**src/rtl/diff_delay_pkg.sv**
```systemverilog
// Shared types, reset constants and delay clamping for the differential delay line.
// Latency: n/a (declarations only).
// Backpressure: n/a.
package diff_delay_pkg;

    // Reprogramming FSM: IDLE passes data through, SETTLE masks outputs while the line refills
    typedef enum logic [0:0] {
        IDLE   = 1'b0,
        SETTLE = 1'b1
    } state_t;

    // Idle level of a differential pair: p low, n high (a valid differential 0)
    localparam logic P_RST = 1'b0;
    localparam logic N_RST = 1'b1;

    // Legal depths are 2..max_delay; anything outside is pinned to the nearest bound
    function automatic int clamp_delay(input int sel, input int max_delay);
        if (sel < 2) begin
            return 2;
        end else if (sel > max_delay) begin
            return max_delay;
        end else begin
            return sel;
        end
    endfunction

endpackage

```
**src/rtl/diff_delay_lane.sv**
```systemverilog
// One lane's p/n shift chain with a depth-selectable combinational tap.
// Latency: tap shows the input sampled (i_tap_sel-1) edges earlier; output register in the top adds one.
// Backpressure: none, the chain shifts every cycle unconditionally.
module diff_delay_lane
    import diff_delay_pkg::*;
#(
    parameter int MAX_DELAY = 16,
    parameter int DELAY_W   = 5
) (
    input  logic               i_clock,
    input  logic               i_reset,
    input  logic               i_p,
    input  logic               i_n,
    input  logic [DELAY_W-1:0] i_tap_sel,
    output logic               o_tap_p,
    output logic               o_tap_n
);

    // The top's output register supplies the last stage, so MAX_DELAY-1 stages suffice
    localparam int STAGES = MAX_DELAY - 1;

    logic [STAGES-1:0] r_p;
    logic [STAGES-1:0] r_n;

    // Shift both legs one stage per cycle; reset fills the chain with the idle pair
    always_ff @(posedge i_clock or posedge i_reset) begin
        if (i_reset) begin
            r_p <= {STAGES{P_RST}};
            r_n <= {STAGES{N_RST}};
        end else begin
            r_p[0] <= i_p;
            r_n[0] <= i_n;
            for (int k = 1; k < STAGES; k++) begin
                r_p[k] <= r_p[k-1];
                r_n[k] <= r_n[k-1];
            end
        end
    end

    // Tap stage (i_tap_sel-2); the top guarantees i_tap_sel is within 2..MAX_DELAY
    always_comb begin
        o_tap_p = r_p[0];
        o_tap_n = r_n[0];
        for (int k = 0; k < STAGES; k++) begin
            if (int'(i_tap_sel) == k + 2) begin
                o_tap_p = r_p[k];
                o_tap_n = r_n[k];
            end
        end
    end

endmodule

```
**src/rtl/diff_prog_delay_line.sv**
```systemverilog
// Multi-lane differential delay line with runtime-programmable depth (optional per-lane invalid-pair counters under DIFF_DELAY_ERR_CNT_EN).
// Latency: exactly o_cur_delay cycles from i_in_* to o_out_*.
// Backpressure: none; i_delay_load is ignored while o_delay_busy is high (no queueing).
module diff_prog_delay_line
    import diff_delay_pkg::*;
#(
    parameter int LANES     = 4,
    parameter int MAX_DELAY = 16,
    parameter int DELAY_W   = 5,
    parameter int CNT_W     = 8
) (
    input  logic                   i_clock,
    input  logic                   i_reset,
    input  logic [LANES-1:0]       i_in_p,
    input  logic [LANES-1:0]       i_in_n,
    input  logic [DELAY_W-1:0]     i_delay_sel,
    input  logic                   i_delay_load,
    output logic                   o_delay_busy,
    output logic [DELAY_W-1:0]     o_cur_delay,
    output logic [LANES-1:0]       o_out_p,
    output logic [LANES-1:0]       o_out_n,
    output logic [LANES-1:0]       o_out_valid
`ifdef DIFF_DELAY_ERR_CNT_EN
    ,
    input  logic                   i_err_clr,
    output logic [LANES*CNT_W-1:0] o_err_cnt
`endif
);

    state_t             r_state;
    state_t             w_state_nxt;
    logic [DELAY_W-1:0] r_cur_delay;
    logic [DELAY_W-1:0] r_settle_cnt;
    logic [DELAY_W-1:0] w_clamped;
    logic               w_load;
    logic [LANES-1:0]   w_tap_p;
    logic [LANES-1:0]   w_tap_n;
    logic [LANES-1:0]   r_out_p;
    logic [LANES-1:0]   r_out_n;

    assign w_clamped = DELAY_W'(clamp_delay(int'(i_delay_sel), MAX_DELAY));
    assign w_load    = (r_state == IDLE) && i_delay_load;

    // Per-lane shift chains, all tapped at the depth currently in effect
    for (genvar l = 0; l < LANES; l++) begin : g_lane
        diff_delay_lane #(
            .MAX_DELAY (MAX_DELAY),
            .DELAY_W   (DELAY_W)
        ) u_lane (
            .i_clock   (i_clock),
            .i_reset   (i_reset),
            .i_p       (i_in_p[l]),
            .i_n       (i_in_n[l]),
            .i_tap_sel (r_cur_delay),
            .o_tap_p   (w_tap_p[l]),
            .o_tap_n   (w_tap_n[l])
        );
    end

    // FSM state register
    always_ff @(posedge i_clock or posedge i_reset) begin
        if (i_reset) begin
            r_state <= IDLE;
        end else begin
            r_state <= w_state_nxt;
        end
    end

    // Next state: a load starts SETTLE, which ends after the counter reaches 1
    always_comb begin
        w_state_nxt = r_state;
        case (r_state)
            IDLE:    if (i_delay_load) w_state_nxt = SETTLE;
            SETTLE:  if (r_settle_cnt == DELAY_W'(1)) w_state_nxt = IDLE;
            default: w_state_nxt = IDLE;
        endcase
    end

    // Depth in effect and refill counter; SETTLE therefore lasts exactly the new depth
    always_ff @(posedge i_clock or posedge i_reset) begin
        if (i_reset) begin
            r_cur_delay  <= DELAY_W'(MAX_DELAY);
            r_settle_cnt <= '0;
        end else if (w_load) begin
            r_cur_delay  <= w_clamped;
            r_settle_cnt <= w_clamped;
        end else if (r_state == SETTLE) begin
            r_settle_cnt <= r_settle_cnt - 1'b1;
        end
    end

    // Output register follows the tap in IDLE and holds its last value while settling
    always_ff @(posedge i_clock or posedge i_reset) begin
        if (i_reset) begin
            r_out_p <= {LANES{P_RST}};
            r_out_n <= {LANES{N_RST}};
        end else if (r_state == IDLE) begin
            r_out_p <= w_tap_p;
            r_out_n <= w_tap_n;
        end
    end

    assign o_delay_busy = (r_state == SETTLE);
    assign o_cur_delay  = r_cur_delay;
    assign o_out_p      = r_out_p;
    assign o_out_n      = r_out_n;
    assign o_out_valid  = (r_state == IDLE) ? (r_out_p ^ r_out_n) : '0;

`ifdef DIFF_DELAY_ERR_CNT_EN
    logic [CNT_W-1:0] r_err_cnt [LANES];

    for (genvar l = 0; l < LANES; l++) begin : g_err
        // Count cycles where the incoming pair is not differential; saturate, clear has priority
        always_ff @(posedge i_clock or posedge i_reset) begin
            if (i_reset) begin
                r_err_cnt[l] <= '0;
            end else if (i_err_clr) begin
                r_err_cnt[l] <= '0;
            end else if ((i_in_p[l] == i_in_n[l]) && (r_err_cnt[l] != {CNT_W{1'b1}})) begin
                r_err_cnt[l] <= r_err_cnt[l] + 1'b1;
            end
        end
        assign o_err_cnt[l*CNT_W +: CNT_W] = r_err_cnt[l];
    end
`endif

endmodule

```
**config.mk**
```make
export PLATFORM = sky130hd
export DESIGN_NAME = diff_prog_delay_line
export DESIGN_NICKNAME = d
export VERILOG_FILES = /design/src/rtl/diff_delay_pkg.sv /design/src/rtl/diff_delay_lane.sv /design/src/rtl/diff_prog_delay_line.sv
export SDC_FILE = /design/constraint.sdc
export NUM_CORES = 1
export LEC_CHECK = 0
export CORE_ASPECT_RATIO = 1.75
export CORE_UTILIZATION = 31
export CTS_CLUSTER_SIZE = 14
export DETAILED_ROUTE_END_ITERATION = 16
export PLACE_DENSITY = 0.55
export SLEW_MARGIN = 15
export SYNTH_ARGS = -nofsm -noshare
export SYNTH_HDL_FRONTEND = slang
export SYNTH_SLANG_ARGS = --single-unit
```
**constraint.sdc**
```tcl
create_clock -name i_clock -period 5.1 [get_ports i_clock]
set_clock_uncertainty 0.05 [all_clocks]
set_input_delay 0.765 -clock i_clock [delete_from_list [all_inputs] [get_ports i_clock]]
set_output_delay 0.765 -clock i_clock [all_outputs]
set_load 0.05 [all_outputs]
```
Word-level counts from Yosys, hierarchy flattened
Cells that the tools add are included.
W data, S select, Z words.
Storage, ports and cells
  register bits: 139
  bits of input ports: 16
  output and inout port bits: 18
Cells by class
  $add $sub $neg: 1
  $lt $le $gt $ge: 2
  equal/unequal tests: 15
  muxes and demuxes: 120
  bitwise operators: 2
  reductions and logical operators: 2
Operator list (count)
  $mux W1: 114
  $eq A5 B5 Y1 const B: 9
  $eq A5 B4 Y1 const B: 4
  $mux W5: 4
  $eq A5 B1 Y1 const B: 1
  $eq A5 B3 Y1 const B: 1
  $gt A5 B5 Y1 const B: 1
  $lt A5 B2 Y1 const B: 1
  $sub A5 B1 Y5 const B: 1
  $mux W4: 1
  $xor A4 B4 Y4: 1
  $pmux W1 S2: 1
  $reduce_bool A2 Y1: 1
  $logic_and A1 B1 Y1: 1
  $not A1 Y1: 1

Longest topological paths before layout
Gate-level depths: netlist of run 1.
  depth in word-level cells: 15
  mapped depth: 8

Cells and area by module
A second synthesis of run 1 with hierarchy kept.
Second synthesis, totals
  cell total of the unflattened synthesis: 534
  area total of the unflattened synthesis: 6167.2 um^2
By module, submodules not included
  diff_delay_lane at g_lane[1].u_lane ...: times used 3, cells an instance 113, area an instance 1312.5 um^2, seq. area each 769.5 um^2
  diff_delay_lane at g_lane[0].u_lane: times used 1, cells an instance 111, area an instance 1293.7 um^2, seq. area each 769.5 um^2
  diff_prog_delay_line: times used 1, cells an instance 84, area an instance 935.9 um^2, seq. area each 481.7 um^2

Worst setup path after synthesis of run 1
No wires, ideal clock.
  path kind: reg-to-output
  start: register r_state, in the netlist o_delay_busy
  end: output port o_out_valid[0]
  arrival time: 1.685 ns
  data required time: 4.285 ns
  setup slack: 2.600 ns
  cell stages (with the launch flop): 4
  cells stage by stage: dfrtp_1 > clkbuf_1 > buf_1 > nor2_1
Between the ends
  word-level cells in the longest chain between the ends: 1
RTL lines
  start: declaration: line diff_prog_delay_line.sv:30  | state_t r_state;
  start signal: assignment: line diff_prog_delay_line.sv:65  | r_state <= w_state_nxt;
  $mux W4: line diff_prog_delay_line.sv:107  | assign o_out_valid = (r_state == IDLE) ? (r_out_p ^ r_out_n) : '0;
  end: declaration: line diff_prog_delay_line.sv:22  | output logic [LANES-1:0] o_out_valid
No other way between the ends.

Worst setup path after layout of run 1
  start: register r_state, in the netlist o_delay_busy
  end: output port o_delay_busy
RTL lines
  end: declaration: line diff_prog_delay_line.sv:18  | output logic o_delay_busy,
No word-level cell between the ends.

==> summary.txt, run 1 <==
Route
  • Avg WL per Cell: between 15 and 20 um
  • Wire length after detailed routing: about 12000 um
  • Number of design rule violations left after detail routing: 0
  • Via-per-instance ratio: about 5
  • Number of detailed-route iterations in the first pass: 4
  • Initial detailed-routing violation count: 199
  • Total via count in the routed design: 3601
  • Residual antenna-violating net count after detailed routing: 0

Yosys
  • Leading area contributor after synthesis: sky130_fd_sc_hd__dfrtp_1
  • Xor and xnor area share after synthesis: 1.13%
  • Synth cell count leaders: 74 x sky130_fd_sc_hd__dfrtp_1, 65 x sky130_fd_sc_hd__dfstp_2, 32 x sky130_fd_sc_hd__nor2_1
  • Multiplexer share of the synthesized area: under 10%
  • Netlist cell types: 59
  • Number of warning messages in the yosys log: 0
  • Net Count, Synth: 454
  • Yosys reg bits: between 100 and 150
  • Proportion of netlist area held by the largest area contributor: 34.1%
  • Netlist area before placement: 5430 um2
  • Area share of fa/ha/maj cells after synthesis: 0.461%
  • Library cell with the highest instance count after synthesis: sky130_fd_sc_hd__dfrtp_1
  • Compound-gate portion of the synthesized area: between 15 and 20%
  • Synth Flop Type: sky130_fd_sc_hd__dfrtp_1
  • Number of instances in the synthesized netlist: around 440
  • FFs w/ async S/R, synth: 100%
  • Post-synthesis average cell area: 12.5 um2
  • Number of synthesized flops with an enable pin: 0
  • Post-synthesis simple-gate area fraction: 11.8%
  • Largest cells by area after synthesis: sky130_fd_sc_hd__dfrtp_1 34%, sky130_fd_sc_hd__dfstp_2 31%, sky130_fd_sc_hd__a21oi_1 2.6%
  • Portion of the post-synthesis area used by sequential elements: 65.5%
  • Dominant combinational cell family by area after synthesis: compound AO/OA/AOI/OAI gates

Timing
  • Sum Neg Setup Slack: 0 ps
  • Highest attainable clock frequency: 0.327 GHz
  • Final clock period utilization by the worst path: between 50% and 60%
  • Worst Hold Slack: ~310 ps
  • Final-report setup violation count: 0
  • Headroom to the max-slew limit: between 40 and 50%
  • Final Hold Violating Endpoints: 0
  • Setup WS post-layout: 2040 ps
  • Shortest period the worst path allows: 3060 ps
  • Unrepaired setup endpoints after global routing: no
  • Worst-Margin Slew: 859 ps
  • Max-slew violation count: 0

Pwr
  • Combinational share of power: 31.6%
  • Sequential fraction of design power: 38.2%
  • Leakage: 2.52 nW
  • Psw: 1.36 mW
  • Worst supply voltage drop on vdd: 222 uV
  • Power density over the cells: between 500 and 600 nW/um2
  • Share of total power consumed by net switching: a little under two fifths
  • Share of total power in the clock network: a little under a third
  • Post-layout total power: between 3 and 4 mW
  • Internal power consumption: around 2.3 mW

Global route
  • Largest net degree at the start of global routing: 65
  • Wire length of the first global-routing pass: approximately 20000 um
  • Total grt overflow: 0
  • Antenna violations before repair: 0
  • Gr usage total: 15.4%
  • Vias in the first global route: 3773

Floorplanning
  • Number of I/O pins: 34
  • Area enclosed by the die boundary: ~18000 um2
  • Die Span X: 102 um
  • Initial cell density of the core: 31.9%
  • Die height: 177 um
  • Core region area: between 15000 and 20000 um2
  • FP Rows: 63

Cells and area
  • Number of nets in the final layout: 484
  • Fill cells: approximately 1.6k
  • Area used by multi-input combinational logic: about 1700 um2
  • Area of all sequential standard cells: 3560 um2
  • P&R area growth vs syn: 19.6%
  • Diodes inserted: 0
  • Fraction of layout instances using a drive strength above 1: 25.1%

Setup path
  • Number of buffer and inverter instances along the worst setup path: 1
  • R2R cell count: 6
  • Flop2flop setup slack: approximately 2500 ps
  • Crit. path cell count: 1
  • Startpoint of the most critical setup path: o_delay_busy$_DFF_PP0_
  • Launching point of the worst reg2reg path: o_cur_delay[0]$_DFFE_PP0P_
  • Req. time, crit path: 4280 ps
  • Crit Reg-Reg Endpoint: o_out_p[0]$_DFFE_PP0N_
  • Worst stage delay on the critical path: 940 ps
  • WP data arrival: 2240 ps
  • Highest-delay cell along the critical path: sky130_fd_sc_hd__clkdlybuf4s50_1
  • End point of the critical path: o_delay_busy
  • Type of destination of the critical path: output pin
  • CP startpoint kind: flip-flop
  • Gate family responsible for the most delay along the worst path: buffers and inverters
  • Chain of cells forming the critical path: clkdlybuf4s50_1
  • Maximum fanout along the worst path: 30
  • Crit path kind: flip-flop to output pin

CTS
  • Post-cts repair resize count: 0
  • Deepest clock path buffer count: 2
  • Setup fix buffers added after clock tree synthesis: 0
  • Latest clock arrival within the worst-skew pair: ~420 ps
  • Clock-pin slew of the registers on the worst-case setup and hold paths: 60 ps
  • CTS tree: built
  • Post-CTS Hold Fix Bufs: 0
  • CTS HTree Levels: 4
  • Count of clock tree sinks: 139
  • Clock tree root driver cell: sky130_fd_sc_hd__clkbuf_16
  • Number of clock buffers inserted by TritonCTS: 17

Placed design
  • Pre-CTS setup slack: 2480 ps
  • Number of I/O port buffers: 33
  • Final GP Congestion: 0.897
  • Estimated wirelength of the detail-placed design: 8880 um

Outcome
  • Result of the run: finished clean

Hold path
  • Class of the worst hold path: flip-flop to flip-flop

Flow run
  • Count of maximum capacitance violations: 0
-- power groups by stage --
| stage | Combinational (mW) | Clock [mW] | Sequential (mW) |
|---|---|---|---|
| final | 1.17 | 1.12 | 1.42 |
| after detailed placement | 1.17 | 0 | 1.43 |
| after CTS | 1.17 | 1.15 | 1.42 |
| after global routing | 1.28 | 1.19 | 1.44 |
| after global placement | 1.15 | 0 | 1.43 |
| after floorplan | 0.778 | 0 | 1.50 |
-- layer usage --
| layer | track usage, % | vias to the layer above | routed length, um |
|---|---|---|---|
| met4 | 8.21 | 0 | 373 |
| met2 | 25.9 | 106 | 6620 |
| met1 | 17.7 | 1812 | 4990 |
| li1 | - | 1657 | - |
| met5 | 0 | - | 0 |
| met3 | 3.91 | 26 | 509 |
-- sequential cells by signal (all words and copies together), names as in the netlist --
signal / count
g_lane.u_lane.r_p: 60
r_settle_cnt: 5
g_lane.u_lane.r_n: 60
o_out_p: 4
o_cur_delay: 5
o_out_n: 4
o_delay_busy: 1
-- final cells by class --
type	instances	share of cell area, %
flip-flops and latches	139	54.8
multi-input cells	259	26.1
clock buffers	19	6.97
repair buffers	39	5.78
well taps	227	4.37
clock inverters	13	1.42
inverters	10	0.616
-- cell families after synthesis --
group,Yosys count
XOR/XNOR,7
buffers and inverters,38
flip-flops,139
multiplexers,6
AND/OR/NAND/NOR,119
adder cells (fa/ha/maj),2
AO/OA/AOI/OAI,125
-- cells in the final DEF (no fill, tap or decap), types with 12 or more instances in the layout --
cell type	instances
sky130_fd_sc_hd__dfrtp_1	74
sky130_fd_sc_hd__dfstp_2	65
sky130_fd_sc_hd__clkdlybuf4s50_1	33
sky130_fd_sc_hd__nor2_1	32
sky130_fd_sc_hd__a21oi_1	28
sky130_fd_sc_hd__nand2_1	20
sky130_fd_sc_hd__clkbuf_16	17
sky130_fd_sc_hd__o21ai_0	16
sky130_fd_sc_hd__a22oi_1	14
sky130_fd_sc_hd__nor2b_1	12
-- metrics by stage --
| stage | area, um2 | utilization, % | std cells |
|---|---|---|---|
| after CTS | 6500 | 38.2 | 706 |
| after global placement | 5950 | 35.0 | 674 |
| after global routing | 6500 | 38.2 | 706 |
| final | 6500 | 38.2 | 706 |
| after detailed placement | 5950 | 35.0 | 674 |
| after floorplan | 5430 | - | 436 |
-- how the worst min path moves through the flow --
stage	startpoint	endpoint	slack (ps)	depth (start not counted)
after floorplan	g_lane[0].u_lane.r_p[12]$_DFF_PP0_	g_lane[0].u_lane.r_p[13]$_DFF_PP0_	300	0
after global placement	g_lane[2].u_lane.r_p[12]$_DFF_PP0_	g_lane[2].u_lane.r_p[13]$_DFF_PP0_	300	0
after detailed placement	g_lane[2].u_lane.r_p[12]$_DFF_PP0_	g_lane[2].u_lane.r_p[13]$_DFF_PP0_	300	0
after CTS	g_lane[2].u_lane.r_n[12]$_DFF_PP1_	g_lane[2].u_lane.r_n[13]$_DFF_PP1_	310	0
after global routing	g_lane[1].u_lane.r_n[4]$_DFF_PP1_	g_lane[1].u_lane.r_n[5]$_DFF_PP1_	310	0
final	g_lane[2].u_lane.r_n[6]$_DFF_PP1_	g_lane[2].u_lane.r_n[7]$_DFF_PP1_	310	0
Note: power is estimated with default switching activity, not from simulation.
==> run 2, diff against run 1 <==
PLACE_DENSITY = 0.57   (was 0.55)
clock period = 2.5 ns   (was 5.1 ns; I/O delays follow)
==> run 2 against run 1 <==
Flip-flop and latch count unchanged. Sequential power increased by 100%. Via count is 2.1% higher. Largest power group unchanged.
==> summary.txt, run 2 (same netlist as run 1, synthesis figures left out) <==
Setup path
  • CP startpoint kind: flip-flop
  • Req. time, crit path: 2080 ps (-2200 ps)
  • WP data arrival: 1960 ps (-280 ps)
  • Maximum fanout along the worst path: 11 (-63%)
  • Number of buffer and inverter instances along the worst setup path: 2 (+1)
  • Type of destination of the critical path: output pin
  • Highest-delay cell along the critical path: sky130_fd_sc_hd__clkdlybuf4s50_1
  • Gate family responsible for the most delay along the worst path: buffers and inverters
  • Flop2flop setup slack: 160 ps (-2370 ps)
  • Worst stage delay on the critical path: 830 ps (-110 ps)
  • Crit path kind: flip-flop to output pin
  • Chain of cells forming the critical path: buf_4, clkdlybuf4s50_1

Cells and area
  • Fraction of layout instances using a drive strength above 1: 27.2% (+2.2 points)
  • Most common cell after layout, fill and taps aside: sky130_fd_sc_hd__dfrtp_1
  • Layout Cell Area excl Fill: 6790 um2 (+4.5%)
  • Most frequent cells in the layout: 74 x sky130_fd_sc_hd__dfrtp_1, 65 x sky130_fd_sc_hd__dfstp_2, 32 x sky130_fd_sc_hd__nor2_1
  • Filler-free cell count of the finished design: 719 (+1.8%)
  • P&R area growth vs syn: 25.0%
  • Number of nets in the final layout: 498 (+2.9%)
  • Registers with the highest flip-flop counts: g_lane.u_lane.r_n (60), g_lane.u_lane.r_p (60)
  • Diodes inserted: 0 (unchanged)

Route
  • Uppermost routed layer: met4
  • Initial detailed-routing violation count: 241 (+21%)
  • Via-per-instance ratio: 5.11 (+0.24%)
  • Residual antenna-violating net count after detailed routing: 0 (unchanged)
  • Number of detailed-route iterations in the first pass: 5 (+1)
  • Metal3 WL: 548 um (+7.7%)
  • Total via count in the routed design: 3676 (+2.1%)
  • Wire length on met2: 7010 um (+5.8%)
  • Avg WL per Cell: 18.2 um (+2.8%)
  • Wire length after detailed routing: 13100 um (+4.6%)
  • Met1 layer wirelength in the final routing: 5110 um (+2.3%)
  • Number of design rule violations left after detail routing: 0 (unchanged)

Floorplanning
  • Die Span X: 102 um (unchanged)
  • Area enclosed by the die boundary: 18100 um2 (unchanged)
  • Core region area: 17000 um2 (unchanged)
  • FP Rows: 63 (unchanged)
  • Number of I/O pins: 34 (unchanged)
  • Die height: 177 um (unchanged)
  • Initial cell density of the core: 31.9% (unchanged)

Placed design
  • Placed cell areas: 6140 um2 (+3.1%)
  • Placed instance count: 688 (+2.1%)
  • Estimated wirelength of the detail-placed design: 9490 um (+6.8%)
  • Number of I/O port buffers: 33 (unchanged)
  • Final GP Congestion: 0.866 (-3.4%)

Outcome
  • Result of the run: finished clean

Global route
  • Gr usage total: 15.9% (+0.45 points)
  • Largest net degree at the start of global routing: 30 (-54%)
  • Total grt overflow: 0 (unchanged)
  • Vias in the first global route: 3845 (+1.9%)
  • Antenna violations before repair: 0 (unchanged)
  • Wire length of the first global-routing pass: 21100 um (+3.3%)

CTS
  • Clock tree root driver cell: sky130_fd_sc_hd__clkbuf_16
  • Deepest clock path buffer count: 2 (unchanged)
  • Post-CTS Hold Fix Bufs: 0 (unchanged)
  • Clock-pin slew of the registers on the worst-case setup and hold paths: 60 ps (about the same)
  • Number of clock buffers inserted by TritonCTS: 17 (unchanged)
  • Count of clock tree sinks: 139 (unchanged)
  • CTS tree: built
  • Latest clock arrival within the worst-skew pair: 420 ps (about the same)
  • CTS HTree Levels: 4 (unchanged)

Timing
  • Headroom to the max-slew limit: 54.2% (+12 points)
  • Final-report setup violation count: 0 (unchanged)
  • Shortest period the worst path allows: 2390 ps
  • Unrepaired setup endpoints after global routing: no
  • Highest attainable clock frequency: roughly 0.42 GHz
  • Worst Hold Slack: 310 ps (-2.32 ps)
  • Worst-Margin Slew: 686 ps (-173 ps)
  • Final Hold Violating Endpoints: 0 (unchanged)
  • Max-slew violation count: 0 (unchanged)
  • Sum Neg Setup Slack: 0 ps (unchanged)
  • Final clock period utilization by the worst path: 95.5%

Flow run
  • Count of maximum capacitance violations: 0 (unchanged)

Pwr
  • Power density over the cells: 1210 nW/um2 (+110%)
  • Leakage: 2.68 nW (+6.4%)
  • Worst supply voltage drop on vdd: 517 uV (+130%)

Hold path
  • Class of the worst hold path: flip-flop to flip-flop
-- run 2: cell count changes in the layout (fill, tap and decap cells not counted), moves of 2 or more --
cell                              change
sky130_fd_sc_hd__bufinv_16            +5
sky130_fd_sc_hd__clkinvlp_4           -2
sky130_fd_sc_hd__clkdlybuf4s50_1      -4
sky130_fd_sc_hd__clkbuf_1             +2
sky130_fd_sc_hd__buf_12               +7
sky130_fd_sc_hd__clkinv_4             +2
sky130_fd_sc_hd__buf_4               +10
sky130_fd_sc_hd__clkinv_2             -4
sky130_fd_sc_hd__inv_6                -3
-- run 2: layout make-up --
type	count	area, um2
timing repair buffer	53	563
tap	227	284
clock inverter	10	191
fill	1643	10200
sequential	139	3560
multi-input combinational	259	1690
inverter	10	41.3
clock buffer	21	460
-- run 2: path summary, 6_finish.rpt --
| check | from | end | cells past startpoint |
|---|---|---|---|
| worst max-delay path | o_cur_delay[2]$_DFFE_PP0P_ | o_cur_delay[2] | 2 |
| worst min-delay path | g_lane[2].u_lane.r_n[11]$_DFF_PP1_ | g_lane[2].u_lane.r_n[12]$_DFF_PP1_ | 0 |
| worst max register to register | o_cur_delay[4]$_DFFE_PP1P_ | o_out_n[1]$_DFFE_PP1N_ | 5 |
| worst min register to register | g_lane[2].u_lane.r_n[11]$_DFF_PP1_ | g_lane[2].u_lane.r_n[12]$_DFF_PP1_ | 0 |
| max in group asynchronous | i_reset | g_lane[1].u_lane.r_n[10]$_DFF_PP1_ | 3 |
| min in group asynchronous | i_reset | o_out_p[0]$_DFFE_PP0N_ | 2 |
-- run 2: power breakdown --
part	switching, mW	leakage (nW)	internal (mW)	total [mW]
combinational	1.53	0.824	1.05	2.58
clock	0.930	0.310	1.82	2.75
sequential	0.324	1.55	2.55	2.88
-- run 2: metal layers --
layer	vias to the layer above	GRT usage (%)
met5	-	0
met4	0	8.51
met3	30	3.44
met2	110	27.6
met1	1857	17.8
li1	1679	-
-- run 2: stage by stage --
| stage | setup slack [ps] | total power, mW | utilization, % |
|---|---|---|---|
| 2_1_floorplan | 369 | 4.65 | - |
| 3_5_place_dp | 202 | 5.49 | 36.1 |
| 6_report | 112 | 8.21 | 39.9 |
| 3_3_place_gp | 168 | 5.47 | 36.1 |
| 5_1_grt | 30.7 | 8.64 | 39.9 |
| 4_1_cts | 22.3 | 8.29 | 39.9 |
-- run 2: repair_timing --
| item | in CTS | in global routing |
|---|---|---|
| setup buffers | 0 | 0 |
| gates resized for setup | 0 | 1 |
| setup endpoints to repair | 0 | 1 |
==> run 3, diff against run 2 <==
CORE_MARGIN = 3   (was unset)
==> run 3 against run 2 <==
Critical path depth increased by 1. Via count up 1.8%. First-iteration DRC count is 41% higher. Design area shrank 1.1%. Utilization is 0.62 points lower. Combinational power hardly changed. Non-clock buffer count increased by 1. Hold slack worse by 2.8 ps. Critical path type unchanged. Largest power group unchanged. Highest routed layer unchanged.
==> summary.txt, run 3 (same netlist as run 1, synthesis figures left out) <==
Floorplanning
  • Number of I/O pins: 34 (unchanged)
  • Area enclosed by the die boundary: 19200 um2 (+6.3%)
  • Die height: 181 um (+2.3%)
  • FP Rows: 63 (unchanged)
  • Initial cell density of the core: 31.8% (-0.15 points)
  • Die Span X: 106 um (+3.9%)
  • Core region area: 17100 um2 (+0.46%)

Pwr
  • Sequential fraction of design power: 36.5% (+1.5 points)
  • Share of total power in the clock network: 30.6% (-2.9 points)
  • Share of total power consumed by net switching: 36.6% (+2.6 points)
  • Worst supply voltage drop on vdd: 516 uV (-0.21%)
  • Psw: 2.88 mW (+3.4%)
  • Combinational share of power: 32.9% (+1.4 points)
  • Internal power consumption: 5.00 mW (-7.8%)
  • Leakage: 2.64 nW (-1.7%)
  • Power density over the cells: 1170 nW/um2 (-2.9%)

CTS
  • Count of clock tree sinks: 139 (unchanged)
  • CTS HTree Levels: 4 (unchanged)
  • Clock tree root driver cell: sky130_fd_sc_hd__clkbuf_16
  • Deepest clock path buffer count: 2 (unchanged)
  • CTS tree: built
  • Clock-pin slew of the registers on the worst-case setup and hold paths: 60 ps (about the same)
  • Setup fix buffers added after clock tree synthesis: 0 (unchanged)
  • Number of clock buffers inserted by TritonCTS: 17 (unchanged)
  • Latest clock arrival within the worst-skew pair: 420 ps (about the same)
  • Post-CTS Hold Fix Bufs: 0 (unchanged)
  • Post-cts repair resize count: 0 (unchanged)

Cells and area
  • P&R area growth vs syn: 23.6%
  • Diodes inserted: 0 (unchanged)
  • Registers with the highest flip-flop counts: g_lane.u_lane.r_n (60), g_lane.u_lane.r_p (60)
  • Most common cell after layout, fill and taps aside: sky130_fd_sc_hd__dfrtp_1
  • Fill cells: 1648 (+0.30%)
  • Fraction of layout instances using a drive strength above 1: 27.9% (+0.70 points)
  • Most frequent cells in the layout: 74 x sky130_fd_sc_hd__dfrtp_1, 65 x sky130_fd_sc_hd__dfstp_2, 32 x sky130_fd_sc_hd__nor2_1
  • Number of nets in the final layout: 499 (+0.20%)
  • Filler-free cell count of the finished design: 721 (+0.28%)

Timing
  • Shortest period the worst path allows: 2410 ps (+25.3 ps)
  • Unrepaired setup endpoints after global routing: no
  • Final clock period utilization by the worst path: 96.5% (+1.0 points)
  • Max-slew violation count: 0 (unchanged)
  • Highest attainable clock frequency: 0.414 GHz (-1.0%)
  • Setup WS post-layout: 87.1 ps (-25.3 ps)
  • Headroom to the max-slew limit: 50.5% (-3.7 points)
  • Final Hold Violating Endpoints: 0 (unchanged)
  • Sum Neg Setup Slack: 0 ps (unchanged)
  • Worst-Margin Slew: 741 ps (+54.8 ps)
  • Final-report setup violation count: 0 (unchanged)

Route
  • Residual antenna-violating net count after detailed routing: 0 (unchanged)
  • Total via count in the routed design: 3743 (+1.8%)
  • Wire length after detailed routing: 13200 um (+0.99%)
  • Initial detailed-routing violation count: 341 (+41%)
  • Avg WL per Cell: 18.3 um (+0.71%)
  • Number of design rule violations left after detail routing: 0 (unchanged)
  • Via-per-instance ratio: 5.19 (+1.5%)
  • Number of detailed-route iterations in the first pass: 6 (+1)

Setup path
  • Crit path kind: flip-flop to output pin
  • Type of destination of the critical path: output pin
  • Req. time, crit path: 2080 ps (about the same)
  • WP data arrival: 1990 ps (+30 ps)
  • Maximum fanout along the worst path: 3 (-8)
  • CP startpoint kind: flip-flop

Placed design
  • Estimated wirelength of the detail-placed design: 9610 um (+1.3%)
  • Pre-CTS setup slack: 261 ps (+59.4 ps)
  • Final GP Congestion: 0.858 (-0.94%)
  • Placed instance count: 689 (+0.15%)
  • Number of I/O port buffers: 33 (unchanged)

Global route
  • Met2 capacity usage during global routing: 24.4% (-3.2 points)
  • Met1 capacity usage during global routing: 17.3% (-0.42 points)
  • Antenna violations before repair: 0 (unchanged)
  • Largest net degree at the start of global routing: 33 (+10%)
  • Vias in the first global route: 3963 (+3.1%)
  • GR met3 Demand/Resource: 3.40% (-0.040 points)
  • Gr usage total: 14.7% (-1.2 points)
  • Total grt overflow: 0 (unchanged)
  • Most Crowded Layer GR: met2
  • Wire length of the first global-routing pass: 21800 um (+3.3%)

Outcome
  • Result of the run: finished clean

Hold path
  • Class of the worst hold path: primary input to flip-flop

Flow run
  • Count of maximum capacitance violations: 0 (unchanged)
[run 3: per-layer routing]
metal / vias up / share of wire [%]
met5: - / 0
met4: 0 / 4.2
met3: 33 / 4.4
met2: 141 / 51
met1: 1884 / 40
li1: 1685 / -
[run 3: worst max-delay path, stage by stage, from the launching register on]
cell	delay, ps
sky130_fd_sc_hd__dfstp_2	590
sky130_fd_sc_hd__xnor2_1	90
sky130_fd_sc_hd__nor2_1	80
sky130_fd_sc_hd__clkdlybuf4s50_1	810
[run 3: layout make-up]
class	instances	area, um2	share of cell area, %
clock buffers	19	443	6.59
clock inverters	13	133	1.97
inverters	10	41.3	0.615
multi-input cells	259	1690	25.2
flip-flops and latches	139	3560	53.0
well taps	227	284	4.23
repair buffers	54	566	8.42
[run 3: metrics by stage]
step	utilization, %	cell area, um2	hold WS, ps	total power, mW
floorplan	-	5440	297	4.65
global placement	35.9	6140	305	5.45
detailed placement	35.9	6140	305	5.49
CTS	39.3	6720	289	7.95
global route	39.3	6720	304	8.31
finish	39.3	6720	307	7.89
[run 3: final timing paths]
path,startpoint,endpoint,slack [ps],cells past startpoint
hold / removal,i_in_n[3],g_lane[3].u_lane.r_n[0]$_DFF_PP1_,310,1
hold reg to reg,g_lane[0].u_lane.r_n[3]$_DFF_PP1_,g_lane[0].u_lane.r_n[4]$_DFF_PP1_,310,0
max in group asynchronous,i_reset,g_lane[2].u_lane.r_n[7]$_DFF_PP1_,1360,3
setup reg to reg,o_cur_delay[1]$_DFFE_PP0P_,o_out_p[2]$_DFFE_PP0N_,230,6
min in group asynchronous,i_reset,o_out_p[1]$_DFFE_PP0N_,380,2
setup / recovery,o_out_n[0]$_DFFE_PP1N_,o_out_valid[0],90,3
[run 3: power by group through the flow]
stage,Clock [mW],Sequential [mW],Combinational [mW]
after global placement,0,2.90,2.55
after global routing,2.58,2.92,2.81
after floorplan,0,3.06,1.59
after detailed placement,0,2.91,2.58
final,2.41,2.88,2.60
after CTS,2.48,2.88,2.59
